## config.mk

```make
export PLATFORM = sky130hd
export DESIGN_NAME = mm_port_arbiter
export DESIGN_NICKNAME = d
export VERILOG_FILES = /design/src/rtl/mm_port_arbiter.sv
export SDC_FILE = /design/constraint.sdc
export NUM_CORES = 1
export LEC_CHECK = 0
export BUFFER_PORTS_ARGS = -buffer_cell sky130_fd_sc_hd__buf_4
export CORE_AREA = 2 2 647 649
export CTS_CLUSTER_DIAMETER = 60
export DETAILED_ROUTE_END_ITERATION = 8
export DIE_AREA = 0 0 649 651
export GPL_ROUTABILITY_DRIVEN = 0
export PLACE_DENSITY = 0.3
export SLEW_MARGIN = 10
export SYNTH_ARGS = -nofsm -noshare
export SYNTH_HDL_FRONTEND = slang
export SYNTH_SLANG_ARGS = --single-unit
```

## constraint.sdc

```tcl
create_clock -name clk -period 2.5 [get_ports clk]
set_input_delay 0.5 -clock clk [delete_from_list [all_inputs] [get_ports clk]]
set_output_delay 0.5 -clock clk [all_outputs]
set_load 0.05 [all_outputs]
```

## src/rtl/mm_port_arbiter.sv

```systemverilog
// mm_port_arbiter: round-robin arbiter giving two line requesters a single-outstanding
// main-memory port, with registered fill return and a sticky wait timeout.
module mm_port_arbiter #(
    parameter int TIMEOUT = 64,
    parameter int ADDR_W  = 32
) (
    input  logic              clk,
    input  logic              reset,
    input  logic [ADDR_W-1:0] rq0_a,
    input  logic              rq0_read,
    input  logic              rq0_write,
    input  logic [255:0]      rq0_wd,
    output logic              rq0_ready,
    output logic [255:0]      rq0_rd,
    output logic              rq0_rd_valid,
    input  logic [ADDR_W-1:0] rq1_a,
    input  logic              rq1_read,
    input  logic              rq1_write,
    input  logic [255:0]      rq1_wd,
    output logic              rq1_ready,
    output logic [255:0]      rq1_rd,
    output logic              rq1_rd_valid,
    output logic [ADDR_W-1:0] mm_a,
    output logic              mm_read,
    output logic              mm_write,
    output logic [255:0]      mm_wd,
    input  logic [255:0]      mm_rd,
    input  logic              mm_rd_valid,
    input  logic              mm_ready,
    output logic              err_timeout,
    output logic              err_owner
);
    localparam logic [1:0] IDLE    = 2'd0;
    localparam logic [1:0] RD_WAIT = 2'd1;
    localparam logic [1:0] WR_WAIT = 2'd2;
    localparam int CW = $clog2(TIMEOUT + 1);
    localparam logic [ADDR_W-1:0] LINE_MASK = ~ADDR_W'(31);
    logic [1:0]    state;
    logic [CW-1:0] cnt;
    logic          owner, last;
    logic          req0, req1, grant, win, win_wr, rd_done, wr_done, expire;
    always_comb begin
        req0    = rq0_read | rq0_write;
        req1    = rq1_read | rq1_write;
        grant   = state == IDLE && mm_ready && (req0 || req1);
        win     = (req0 && req1) ? ~last : req1;
        win_wr  = win ? rq1_write : rq0_write;
        rd_done = state == RD_WAIT && mm_rd_valid;
        // the write pulse cycle itself never counts as completion
        wr_done = state == WR_WAIT && !mm_write && mm_ready;
        expire  = state != IDLE && !rd_done && !wr_done && cnt == CW'(TIMEOUT - 1);
    end
    always_ff @(posedge clk or negedge reset) begin
        if (!reset) begin
            state        <= IDLE;
            cnt          <= '0;
            owner        <= 1'b0;
            last         <= 1'b1;
            rq0_ready    <= 1'b0;
            rq1_ready    <= 1'b0;
            rq0_rd_valid <= 1'b0;
            rq1_rd_valid <= 1'b0;
            rq0_rd       <= '0;
            rq1_rd       <= '0;
            mm_a         <= '0;
            mm_wd        <= '0;
            mm_read      <= 1'b0;
            mm_write     <= 1'b0;
            err_timeout  <= 1'b0;
            err_owner    <= 1'b0;
        end else begin
            rq0_ready    <= grant && !win;
            rq1_ready    <= grant && win;
            mm_read      <= grant && !win_wr;
            mm_write     <= grant && win_wr;
            rq0_rd_valid <= rd_done && !owner;
            rq1_rd_valid <= rd_done && owner;
            if (rd_done && !owner) rq0_rd <= mm_rd;
            if (rd_done && owner) rq1_rd <= mm_rd;
            if (grant) begin
                owner <= win;
                last  <= win;
                mm_a  <= (win ? rq1_a : rq0_a) & LINE_MASK;
                mm_wd <= win ? rq1_wd : rq0_wd;
                cnt   <= '0;
                state <= win_wr ? WR_WAIT : RD_WAIT;
            end else if (rd_done || wr_done) begin
                state <= IDLE;
            end else if (expire) begin
                state       <= IDLE;
                err_timeout <= 1'b1;
                err_owner   <= owner;
            end else if (state != IDLE) begin
                cnt <= cnt + 1'b1;
            end
        end
    end
endmodule
```

==> Word-level counts from Yosys, hierarchy flattened <==
Cells that the tools add are included.
{ "totals": {"register_bits": 814, "input_bits": 840, "out_inout_bits": 808, "wordCells": 68} }
{ "op_classes": {"addsub": 1, "n_eq_ne": 5, "muxes": 12, "bitwise": 5, "reduce_logical": 29} }
{ "op_table": {"columns": ["op", "n"], "rows": [
  ["two-way mux 256 bit", 1],
  ["two-way mux 32 bit", 1],
  ["two-way mux 7 bit", 4],
  ["logical AND 1 bit", 15],
  ["two-way mux 2 bit", 4],
  ["adder 7 x 1 -> 7 bit (second input constant)", 1],
  ["== test 7 x 6 -> 1 bit (second input constant)", 1],
  ["logical NOT 1 bit", 6],
  ["AND reduction 3 bit", 2],
  ["inequality test 2 bit (second input constant)", 2],
  ["nonzero test 2 bit", 2],
  ["NOT 1 bit", 3],
  ["nonzero test 3 bit", 1],
  ["== test 2 x 1 -> 1 bit (second input constant)", 1],
  ["== test 2 bit (second input constant)", 1],
  ["logical NOT 2 bit", 1],
  ["logical OR 1 bit", 2],
  ["two-way mux 1 bit", 2],
  ["bitwise OR 1 bit", 2]
]} }

==> Depth between registers and ports, before layout <==
Gate-level depths: netlist of the first run.
{ "depth": {"ltp_word": 9, "ltp_mapped": 8} }

==> Least setup slack after synthesis of the first run <==
Ideal clock, no wire load.
{ "synth_timing": {"kind": "input -> register", "from": "in mm_ready", "to": "reg mm_wd[246]", "setup_time_ns": 0.121, "arrival_time_ns": 1.761, "path_slack_ns": 0.617, "path_stages": 8, "path_buffers": 4, "cell_sequence": "or3b_1 buf_2 a21o_1 buf_2 clkbuf_1 clkbuf_1 nand2_1 nand2_1"} }
{ "synth_via": {"elab_chain_cells": 2} }
{ "synth_lines": {"columns": ["element", "line", "text"], "rows": [
  ["from (decl)", "29", "input logic mm_ready,"],
  ["logical AND 1 bit (2 in a row)", "45", "grant = state == IDLE && mm_ready && (req0 || req1);"],
  ["to (signal assigned)", "84", "mm_wd <= win ? rq1_wd : rq0_wd;"],
  ["to (decl)", "26", "output logic [255:0] mm_wd,"]
]} }
No other way between the ends.
A chain may end at the register's enable or synchronous reset.

==> Worst setup path in the final report of the first run <==
{ "layout_timing": {"from": "reg state[1]", "to": "reg mm_wd[28]"} }
{ "layout_via": {"elab_chain_cells": 3} }
{ "layout_lines": {"columns": ["element", "line", "text"], "rows": [
  ["from (decl)", "38", "logic [1:0] state;"],
  ["from (signal assigned)", "86", "state <= win_wr ? WR_WAIT : RD_WAIT;"],
  ["logical NOT 2 bit", "45", null],
  ["logical AND 1 bit (2 in a row)", "45", null]
]} }
No other way between the ends.

==> results.md, run 1 <==
- Outcome: complete, no violations
- Port buffer count: between 1500 and 2000
- Via density: roughly 3.0
- FF-to-FF path depth: 7
- Root Driver: clkbuf_16
- PnR Total Power: between 90 and 100 mW
- I/O pins: 1648
- Clock slew at reported path FFs: approximately 50 ps
- Num Clock Sinks: 814
- Mapped Cells: 2934
- Highest clock rate: about 0.42 GHz
- Drt pass-1 iters: 6
- Initial Utilization: 7.60%
- Post-synthesis mux area share: under 10%
- Main combinational cell family by area after synthesis: simple AND/OR/NAND/NOR gates
- Finished Layout Cells: roughly 11000
- VDD IR max: between 0.6 and 0.7 mV
- Endpoints failing hold: 0
- Worst Setup End Kind: flip-flop
- Hold Path End: mm_wd[87]
- CTS Buffer Depth: 4
- Power Density: approximately 1400 mW/mm²
- Die W: 649 µm
- R2R Setup Slk: 110 ps
- Hold Startpoint: rq0_wd[87]
- Slew Limit Fails: 0
- Distinct cells, synth: 35
- Worst path bufs/invs: 3
- Setup crit start kind: flip-flop
- Mapped Area: around 0.032 mm²
- XOR/XNOR share of the synthesized area: 0%
- #FFs+latches synth: roughly 800
- Core ar.: ~0.42 mm²
- Min Clock Period, post-route: 2390 ps
- Placement Cell Area: around 0.052 mm²
- Top delay family on crit path: buffers and inverters
- WL per Instance: roughly 24 µm
- Pin count of the biggest net entering global routing: 82
- Layout cells sized above 1: between 40 and 50%
- Clk_skew: slightly below 60 ps
- Final hold slack: between 90 and 100 ps
- Synth Area in Simple Gates: approximately 16%
- Syn. warnings: 0
- Worst-path maximum fanout: 18
- Area Overhead vs Synth: 105%
- TritonCTS buffer count: about 140
- Die Y: 651 µm
- Post-Synth Adder-Cell Area: 0.0396%
- Commonest non-fill, non-tap cell in the layout: buf_4
- Worst hold-check path type: in2reg
- Final period util: a little over nine tenths
- Worst Setup Path Type: reg2reg
- DR DRC count: 0
- First-pass GRT wire length: approximately 340000 µm
- Final ANT Viol Nets: 0
- GRT Overall Usage: between 10% and 20%
- Worst path slowest cell: dlygate4sd3_1
- Max-cap violations: 0
- Leakage: 30.6 nW
- Critical path required time: ~3200 ps
- Num rows: 237
- Crit path largest cell delay: 550 ps
- Slew headroom: roughly half
- Cell chain of the critical path: or3b_4 > a21o_4 > buf_12 > buf_4 > nand2_1 > nand2_1 > dlygate4sd3_1
- Critical path's most frequent cell: nand2_1
- Vias: around 34000
- TritonCTS clock tree: yes
- Detailed placer's ending HPWL: 221000 µm
- RR Startpoint: state[1]
- Most frequent cells in the layout: buf_4, nand2_1, dlygate4sd3_1
- Die ar.: 0.422 mm²
- Initial drt markers: ~2100
- Worst-margin pin slew: 748 ps
- Dpl cells: around 10000
- Nets@finish: roughly 6300
- Seq/Total Area, Yosys: between 60% and 70%
- Design area: between 0.06 and 0.07 mm²
- RSZ-0062 raised after global routing: false
- Post-synthesis compound-gate area fraction: 7.12%
- Initial antenna violation count: 153
- Final wirelength: 263000 µm
- Worst hold stages: 3
- Htree depth: 4
- Number of global-route vias before repair: about 35000
- Mean Syn Cell Area: between 10 and 15 µm²
- Arr. time, crit path: between 3000 and 4000 ps
- Worst r2r dst: mm_wd[28]
- Final setup violation count: 0
- GRT overflow: 0
- Worst skew pair latency: ~840 ps
[how the worst max path moves through the flow]
stage	from	end	slack, ps	cells after the start
floorplan	mm_ready	mm_wd[246]	620	8
global placement	mm_ready	mm_wd[86]	-7	7
detailed placement	mm_ready	mm_wd[86]	-40	7
CTS	state[1]	mm_wd[28]	30	7
global route	state[1]	mm_wd[28]	40	7
finish	state[1]	mm_wd[28]	110	7
[area by class of cell]
cell class | count | area, µm²
antenna | 75 | 188
clock buffer | 178 | 3960
clock inverter | 74 | 911
fill | 46900 | 351000
inverter | 4 | 22.5
multi-input combinational | 1934 | 10400
sequential | 814 | 20400
tap | 5497 | 6880
timing repair buffer | 2598 | 22100
[what timing repair did]
item	4_1_cts	5_1_grt
endpoints found under the hold margin	803	0
setup endpoints to repair	0	2
buffers inserted	0	0
hold buffers	820	0
resized for setup	0	1
[worst register-to-register path, delay by kind of cell, from the launching register on]
| family | cells | cell delay, ps |
|---|---|---|
| buffers and inverters | 3 | 1080 |
| and+or+nand+nor | 3 | 570 |
| DFF | 1 | 390 |
| AOI/OAI and AO/OA | 1 | 280 |
[per-layer routing]
metal / GRT usage, % / vias to the layer above / routed length, µm
met5: 0 / - / 280
met4: 3.55 / 44 / 9690
met3: 3.53 / 484 / 18400
met2: 22.0 / 1474 / 135000
met1: 13.3 / 16700 / 99500
li1: - / 15000 / -
[power by group]
group          leakage, nW  total [mW]  switching [mW]  internal, mW
Combinational         18.1        48.8            34.9          13.9
Sequential            10.1        23.2            3.84          19.3
Clock                 2.36        20.5            7.98          12.5
[sequential cells by signal, indices dropped and copies added (netlist names)]
signal,flops
last,1
owner,1
err_timeout,1
rq1_rd_valid,1
err_owner,1
mm_wd,256
cnt,7
rq1_ready,1
rq0_ready,1
rq0_rd,256
mm_read,1
rq0_rd_valid,1
state,2
mm_write,1
rq1_rd,256
mm_a,27
[through the flow]
step / setup TNS (ps) / setup slack, ps / utilization (%)
6_report: 0 / 108 / 15.6
5_1_grt: 0 / 38.9 / 15.6
4_1_cts: 0 / 25.6 / 15.6
3_5_place_dp: -36.3 / -36.3 / 12.4
3_3_place_gp: -6.73 / -6.73 / 12.4
2_1_floorplan: 0 / 617 / -
[cell families after synthesis]
| family | count (synthesis) |
|---|---|
| simple gates | 1367 |
| flops | 814 |
| compound gates | 301 |
| mux | 260 |
| buf+inv | 190 |
| fa+ha+maj | 1 |
| other cells | 1 |
[Yosys cell counts]
cell	count	area (µm²)
clkinv_1	1	3.75
nor4_1	1	6.26
mux2i_1	3	30.0
a22oi_1	283	2120
a21o_1	4	30.0
buf_1	1	3.75
or3_1	2	12.5
o311ai_0	1	8.76
o21ba_2	1	10.0
nand3b_1	1	7.51
o311a_1	1	10.0
o21a_1	1	7.51
buf_2	82	410
nor3_1	3	15.0
o31ai_1	1	7.51
mux2_2	257	2890
nor3_4	2	32.5
or2_2	1	6.26
dfstp_2	1	26.3
nor2_1	7	26.3
conb_1	1	3.75
buf_4	5	37.5
nand2b_1	2	12.5
or3b_1	1	8.76
inv_1	3	11.3
o32ai_1	2	17.5
o21ai_0	2	10.0
a21oi_1	5	25.0
nor3b_1	1	7.51
clkbuf_1	98	368
nand2_1	1340	5030
dfrtp_1	813	20300
nand3_1	4	20.0
nor2b_1	2	12.5
ha_1	1	12.5
Note: power is estimated with default switching activity, not from simulation.
==> run 2: changes to the inputs <==
Settings changed: CTS_BUF_LIST set to sky130_fd_sc_hd__clkbuf_2.
==> run 2 against run 1 <==
Net effect:
- synthesized cell count unchanged
- synthesized area unchanged
- the flow now stops in clock tree synthesis (4_1_cts)
==> results.md, run 2 <==
- Seq/Total Area, Yosys: 64.5% (unchanged)
- Outcome: did not finish
- XOR/XNOR share of the synthesized area: 0% (unchanged)
- Post-Synth Adder-Cell Area: 0.0396% (unchanged)
- Setup bufs post-CTS: 118 (+118)
- Placement Cell Area: 0.0516 mm² (unchanged)
- Num Clock Sinks: 814 (unchanged)
- Post-CTS Resized: 911 (+911)
- Mapped Cells: 2934 (unchanged)
- Port buffer count: 1632 (unchanged)
- Top FF cell, synth: dfrtp_1
- Most frequent cells after synthesis: nand2_1, dfrtp_1, a22oi_1
- Post-synth top area share: 64.4% (unchanged)
- Failing step: clock tree synthesis (4_1_cts)
- Die W: 649 µm (unchanged)
- Post-synthesis compound-gate area fraction: 7.12% (unchanged)
- Root Driver: clkbuf_2
- Htree depth: 5 (+1)
- Synth Area in Simple Gates: 16.5% (unchanged)
- Post-synthesis mux area share: 9.26% (unchanged)
- Die Y: 651 µm (unchanged)
- Err: [ERROR RSZ-0060] Max buffer count reached.
- Post-synth ARST share: 100% (unchanged)
- Main combinational cell family by area after synthesis: simple AND/OR/NAND/NOR gates
- Distinct cells, synth: 35 (unchanged)
- Mapped Area: 0.0316 mm² (unchanged)
- Most frequent cell after synthesis: nand2_1
- #FFs+latches synth: 814 (unchanged)
- Synth top area cells: dfrtp_1, nand2_1, mux2_2
- CTS Buffer Depth: 4 (unchanged)
- Mean Syn Cell Area: 10.8 µm² (unchanged)
- Hold buffers post-CTS: 2119 (+160%)
- I/O pins: 1648 (unchanged)
- TritonCTS buffer count: 273 (+90%)
- Num rows: 237 (unchanged)
- Dpl cells: 10000 (unchanged)
- Detailed placer's ending HPWL: 221000 µm (unchanged)
- Leading area contributor after synthesis: dfrtp_1
- Post-synth EDFFs: 0 (unchanged)
- Initial Utilization: 7.60% (unchanged)
- Syn. warnings: 0 (unchanged)
## run 2: per-stage QoR
step                      worst slack (ps)  util [%]  setup TNS (ps)
after detailed placement             -36.3      12.4           -36.3
after global placement               -6.73      12.4           -6.73
after floorplan                        617         -               0
## run 2: cells by family after synthesis
| group | count (synthesis) |
|---|---|
| other cells | 1 |
| simple gates | 1367 |
| flops | 814 |
| fa+ha+maj | 1 |
| buf+inv | 190 |
| mux | 260 |
| compound gates | 301 |
==> run 3: changes to the inputs <==
Settings changed: CORE_AREA 2 2 647 649 to 2 2 644 646, CTS_BUF_LIST sky130_fd_sc_hd__clkbuf_2 to not set, CTS_CLUSTER_DIAMETER 60 to not set, DIE_AREA 0 0 649 651 to 0 0 646 648, PLACE_DENSITY 0.3 to not set, PLACE_DENSITY_LB_ADDON set to 0.15.
==> run 3 against run 2 <==
Net effect:
- the run now ends clean
==> results.md, run 3 (same netlist as run 1, synthesis figures left out) <==
- Outcome: complete, no violations
- Number of global-route vias before repair: 34500
- Die W: 646 µm (-0.46%)
- TritonCTS buffer count: 117 (-57%)
- Slew headroom: between 30 and 40%
- GRT overflow: 0
- TritonCTS clock tree: yes
- Drt pass-1 iters: 6
- CTS Buffer Depth: 4 (unchanged)
- Layout cells sized above 1: 39.8%
- I/O pins: 1648 (unchanged)
- RSZ-0062 raised after global routing: false
- Area Overhead vs Synth: 102%
- Die ar.: between 0.4 and 0.5 mm²
- Top flop regs: mm_wd x256, rq0_rd x256, rq1_rd x256
- Final ANT Viol Nets: 0
- First-pass GRT wire length: between 300000 and 400000 µm
- Worst path slowest cell: dlygate4sd3_1
- Commonest non-fill, non-tap cell in the layout: buf_4
- Detailed placer's ending HPWL: 208000 µm (-6.0%)
- Vias: roughly 33000
- Worst-path maximum fanout: 27
- Die Y: 648 µm (-0.46%)
- Initial drt markers: around 1800
- Core ar.: 0.412 mm²
- Htree depth: 3 (-2)
- Max-cap violations: 0
- Final Util: between 10% and 20%
- PnR Total Power: around 88 mW
- Leakage: around 30 nW
- DR DRC count: 0
- Num Clock Sinks: 814 (unchanged)
- Crit path largest cell delay: 550 ps
- Nets@finish: 6313
- Pre-CTS setup slack: 151 ps (+187 ps)
- Power Density: between 1000 and 1500 mW/mm²
- Num rows: 236 (-0.42%)
- Storage cell area: between 0.02 and 0.025 mm²
- Critical path's most frequent cell: nand2_1
- Min Clock Period, post-route: about 2400 ps
- Initial Utilization: 7.67% (+0.065 points)
- Worst Setup End Kind: flip-flop
- Cell chain of the critical path: or3b_4 > a21o_4 > buf_12 > buf_4 > nand2_1 > nand2_1 > dlygate4sd3_1
- Endpoints failing hold: 0
- Pin count of the biggest net entering global routing: 77
- Setup crit start kind: flip-flop
- Final period util: 97.1%
- GRT Overall Usage: 11.4%
- VDD IR max: ~0.75 mV
- Critical path required time: roughly 3200 ps
- Worst Setup Path Type: reg2reg
- Initial antenna violation count: 100
- Worst-margin pin slew: 991 ps
- Area of the multi-input gates: about 0.010 mm²
- Clk_skew: 71.0 ps
- Final setup violation count: 0
- Worst skew pair latency: approximately 880 ps
- Setup TNS: 0 ps
- Arr. time, crit path: 3150 ps
- Root Driver: clkbuf_16
- Most frequent cells in the layout: buf_4, nand2_1, dlygate4sd3_1
- Port buffer count: 1632 (unchanged)
- Post-layout worst setup margin: slightly above 70 ps
- Via density: between 2 and 3
- Slew Limit Fails: 0
- Fillcell total: 46500
- Final wirelength: about 250000 µm
- WL per Instance: approximately 23 µm
- R2R Setup Slk: 70 ps
- Worst hold-check path type: in2reg
- Clock slew at reported path FFs: roughly 60 ps
- Highest clock rate: 0.412 GHz
-- run 3: through the flow --
stage	hold slack [ps]	area (µm²)	instances
3_5_place_dp	456	51700	10000
5_1_grt	70.5	63800	11100
3_3_place_gp	454	51700	10000
6_report	90.4	63800	11100
2_1_floorplan	204	31600	2938
4_1_cts	26.5	63600	11000
-- run 3: final cells by class --
class	count	share of cell area, %
diodes	58	0.227
clock buffers	179	5.38
clock inverters	18	0.486
inverters	4	0.0353
multi-input cells	1934	16.4
flip-flops and latches	814	31.9
well taps	5474	10.7
repair buffers	2601	34.9
-- run 3: timing repair --
item                                    CTS  global route
buffers inserted                          0             1
setup endpoints to repair                 0            39
hold buffers                            822             0
endpoints found under the hold margin  1060             0
resized for setup                         0             2
-- run 3: power breakdown --
group / internal [mW] / switching (mW)
Sequential: 19.3 / 3.60
Combinational: 14.2 / 34.6
Clock: 9.95 / 6.83
-- run 3: critical path, delay by kind of cell, from the launching register on --
kind	cells	cell delay (ps)
buf+inv	3	980
simple gates	3	570
flops	1	400
compound gates	1	280
-- run 3: path summary, 6_finish.rpt --
| check | to | start | depth (start not counted) |
|---|---|---|---|
| setup / recovery | mm_wd[115] | state[1] | 7 |
| hold / removal | mm_wd[99] | rq0_wd[99] | 3 |
| setup reg to reg | mm_wd[115] | state[1] | 7 |
| hold reg to reg | mm_wd[252] | mm_wd[252] | 2 |
| max in group asynchronous | rq0_rd[114] | reset | 5 |
| min in group asynchronous | rq0_rd[206] | reset | 2 |
-- run 3: layer usage --
metal | part of all wire (%) | vias to the layer above | global-route usage (%)
met5 | 0.11 | - | 0.393
met4 | 3.4 | 24 | 3.95
met3 | 7.4 | 314 | 3.65
met2 | 52 | 1363 | 20.7
met1 | 37 | 16300 | 12.4
li1 | - | 14800 | -
==> run 4: changes to the inputs <==
Settings changed: REMOVE_ABC_BUFFERS set to 1.
==> run 4 against run 3 <==
Net effect:
- non-clock buffer count is 1 higher
- highest routed layer unchanged
- largest cell class unchanged
- die area stayed put
- largest power group unchanged
- critical path type unchanged
- critical endpoint is now mm_wd[189]
- hold slack worse by 5.2 ps
==> results.md, run 4 (same netlist as run 1, synthesis figures left out) <==
- Die ar.: 0.419 mm² (unchanged)
- Worst skew pair latency: 870 ps (about the same)
- Critical path required time: 3260 ps (+30 ps)
- GRT overflow: 0 (unchanged)
- Core ar.: 0.412 mm² (unchanged)
- Worst-path maximum fanout: 14 (-48%)
- Htree depth: 3 (unchanged)
- Final hold slack: 85.3 ps (-5.16 ps)
- GRT Overall Usage: 11.3% (-0.15 points)
- Power Density: 1410 mW/mm² (+1.6%)
- First-pass GRT wire length: 323000 µm (-0.45%)
- Drt pass-1 iters: 5 (-1)
- Initial Utilization: 7.67% (unchanged)
- Pre-CTS setup slack: -188 ps (-339 ps)
- Slew headroom: 48.5% (+15 points)
- Setup bufs post-CTS: 0 (unchanged)
- Number of global-route vias before repair: 35600 (+3.0%)
- Arr. time, crit path: 3120 ps (-30 ps)
- Setup crit start kind: flip-flop
- Slew Limit Fails: 0 (unchanged)
- Nets@finish: 6313 (unchanged)
- Clk_skew: 46.0 ps (-25.0 ps)
- Final ANT Viol Nets: 0 (unchanged)
- TritonCTS buffer count: 116 (-0.85%)
- VDD IR max: 0.861 mV (+16%)
- Detailed placer's ending HPWL: 203000 µm (-2.3%)
- Dpl cells: 10000 (+0.13%)
- Area Overhead vs Synth: 102%
- Root Driver: clkbuf_16
- Port buffer count: 1632 (unchanged)
- WL per Instance: 22.3 µm (-1.6%)
- Initial drt markers: 1822 (+3.6%)
- I/O pins: 1648 (unchanged)
- Final wirelength: 247000 µm (-1.7%)
- Final Util: 15.5% (-0.026 points)
- Post-layout worst setup margin: 144 ps (+72.6 ps)
- Final period util: 94.2% (-2.9 points)
- Setup TNS: 0 ps (unchanged)
- Worst Setup End Kind: flip-flop
- Endpoints failing hold: 0 (unchanged)
- Min Clock Period, post-route: 2360 ps (-72.6 ps)
- RSZ-0062 raised after global routing: false
- Via density: 2.95 (-0.39%)
- Num Clock Sinks: 814 (unchanged)
- DR DRC count: 0 (unchanged)
- Final setup violation count: 0 (unchanged)
- Die W: 646 µm (unchanged)
- TritonCTS clock tree: yes
- Top flop regs: mm_wd x256, rq0_rd x256, rq1_rd x256
- Finished Layout Cells: 11100 (-0.17%)
- Worst Setup Path Type: reg2reg
- Clock slew at reported path FFs: 60 ps (about the same)
- Die Y: 648 µm (unchanged)
- Highest clock rate: 0.424 GHz (+3.1%)
- Max-cap violations: 0 (unchanged)
- CTS Buffer Depth: 4 (unchanged)
- Layout cells sized above 1: 40.1% (+0.32 points)
- Vias: 32600 (-0.56%)
- Initial antenna violation count: 63 (-37%)
- Outcome: complete, no violations
- Worst hold-check path type: in2reg
- Num rows: 236 (unchanged)
- FF-to-FF path depth: 7 (unchanged)
- Worst-margin pin slew: 773 ps (-219 ps)
- Fillcell total: 46500 (-0.062%)
- Most frequent cells in the layout: buf_4, nand2_1, dfrtp_1
- Commonest non-fill, non-tap cell in the layout: buf_4
- Worst hold stages: 3 (unchanged)
- Leakage: 30.1 nW (+0.17%)
- Pin count of the biggest net entering global routing: 62 (-19%)
[run 4: changes by cell type in the layout (fill, tap and decap cells not counted), moves of 2 or more]
cell           change
clkbuf_1           -2
diode_2           -27
clkinv_2          +12
inv_6              +2
clkinvlp_4         +3
buf_12             +3
buf_4              +9
bufinv_16          -2
clkbuf_8           -5
dlygate4sd3_1     -11
[run 4: cell type report]
type	count	area, µm²	share of cell area (%)
inverter	4	22.5	0.0354
timing repair buffer	2602	22300	35.0
sequential	814	20400	32.0
tap	5474	6850	10.8
antenna	31	77.6	0.122
clock buffer	172	3350	5.27
multi-input combinational	1934	10400	16.4
clock inverter	32	328	0.515
[run 4: per-stage QoR]
step | area, µm² | total power, mW
floorplan | 30800 | 51.5
global placement | 51800 | 73.7
detailed placement | 51800 | 73.7
CTS | 63600 | 92.3
global route | 63700 | 94.6
finish | 63700 | 89.7
[run 4: worst paths after layout]
kind / slack [ps] / end / start
worst min register to register: 460 / mm_wd[128] / mm_wd[128]
worst max-delay path: 140 / mm_wd[189] / state[1]
worst max register to register: 140 / mm_wd[189] / state[1]
worst min-delay path: 90 / mm_wd[229] / rq1_wd[229]
max in group asynchronous: 1090 / mm_wd[128] / reset
min in group asynchronous: 280 / rq1_rd[176] / reset
[run 4: worst max-delay path, cell delays in order (launching register included)]
cell,delay (ps)
dfrtp_1,390
or3b_4,460
nor3_4,270
buf_4,190
buf_4,210
a22oi_1,130
nand2_1,80
dlygate4sd3_1,540
[run 4: per-layer routing]
metal | up-vias | track usage, % | part of all wire [%]
met2 | 1216 | 22.3 | 56
met4 | 4 | 3.36 | 2.9
met3 | 310 | 2.95 | 6.1
li1 | 14800 | - | -
met1 | 16300 | 11.4 | 35
met5 | - | 0 | 0.011
[run 4: what timing repair did]
item                                   in CTS  in global routing
setup endpoints to repair                   0                  3
endpoints found under the hold margin     799                  0
gates resized for setup                     0                  2
hold buffers                              811                  0
[run 4: power by group]
group          internal (mW)  total, mW  switching (mW)  leakage, nW
clock                   9.62       16.5            6.86         1.80
combinational           14.0       49.8            35.9         18.2
sequential              19.3       23.4            4.11         10.1
total                   42.9       89.7            46.8         30.1
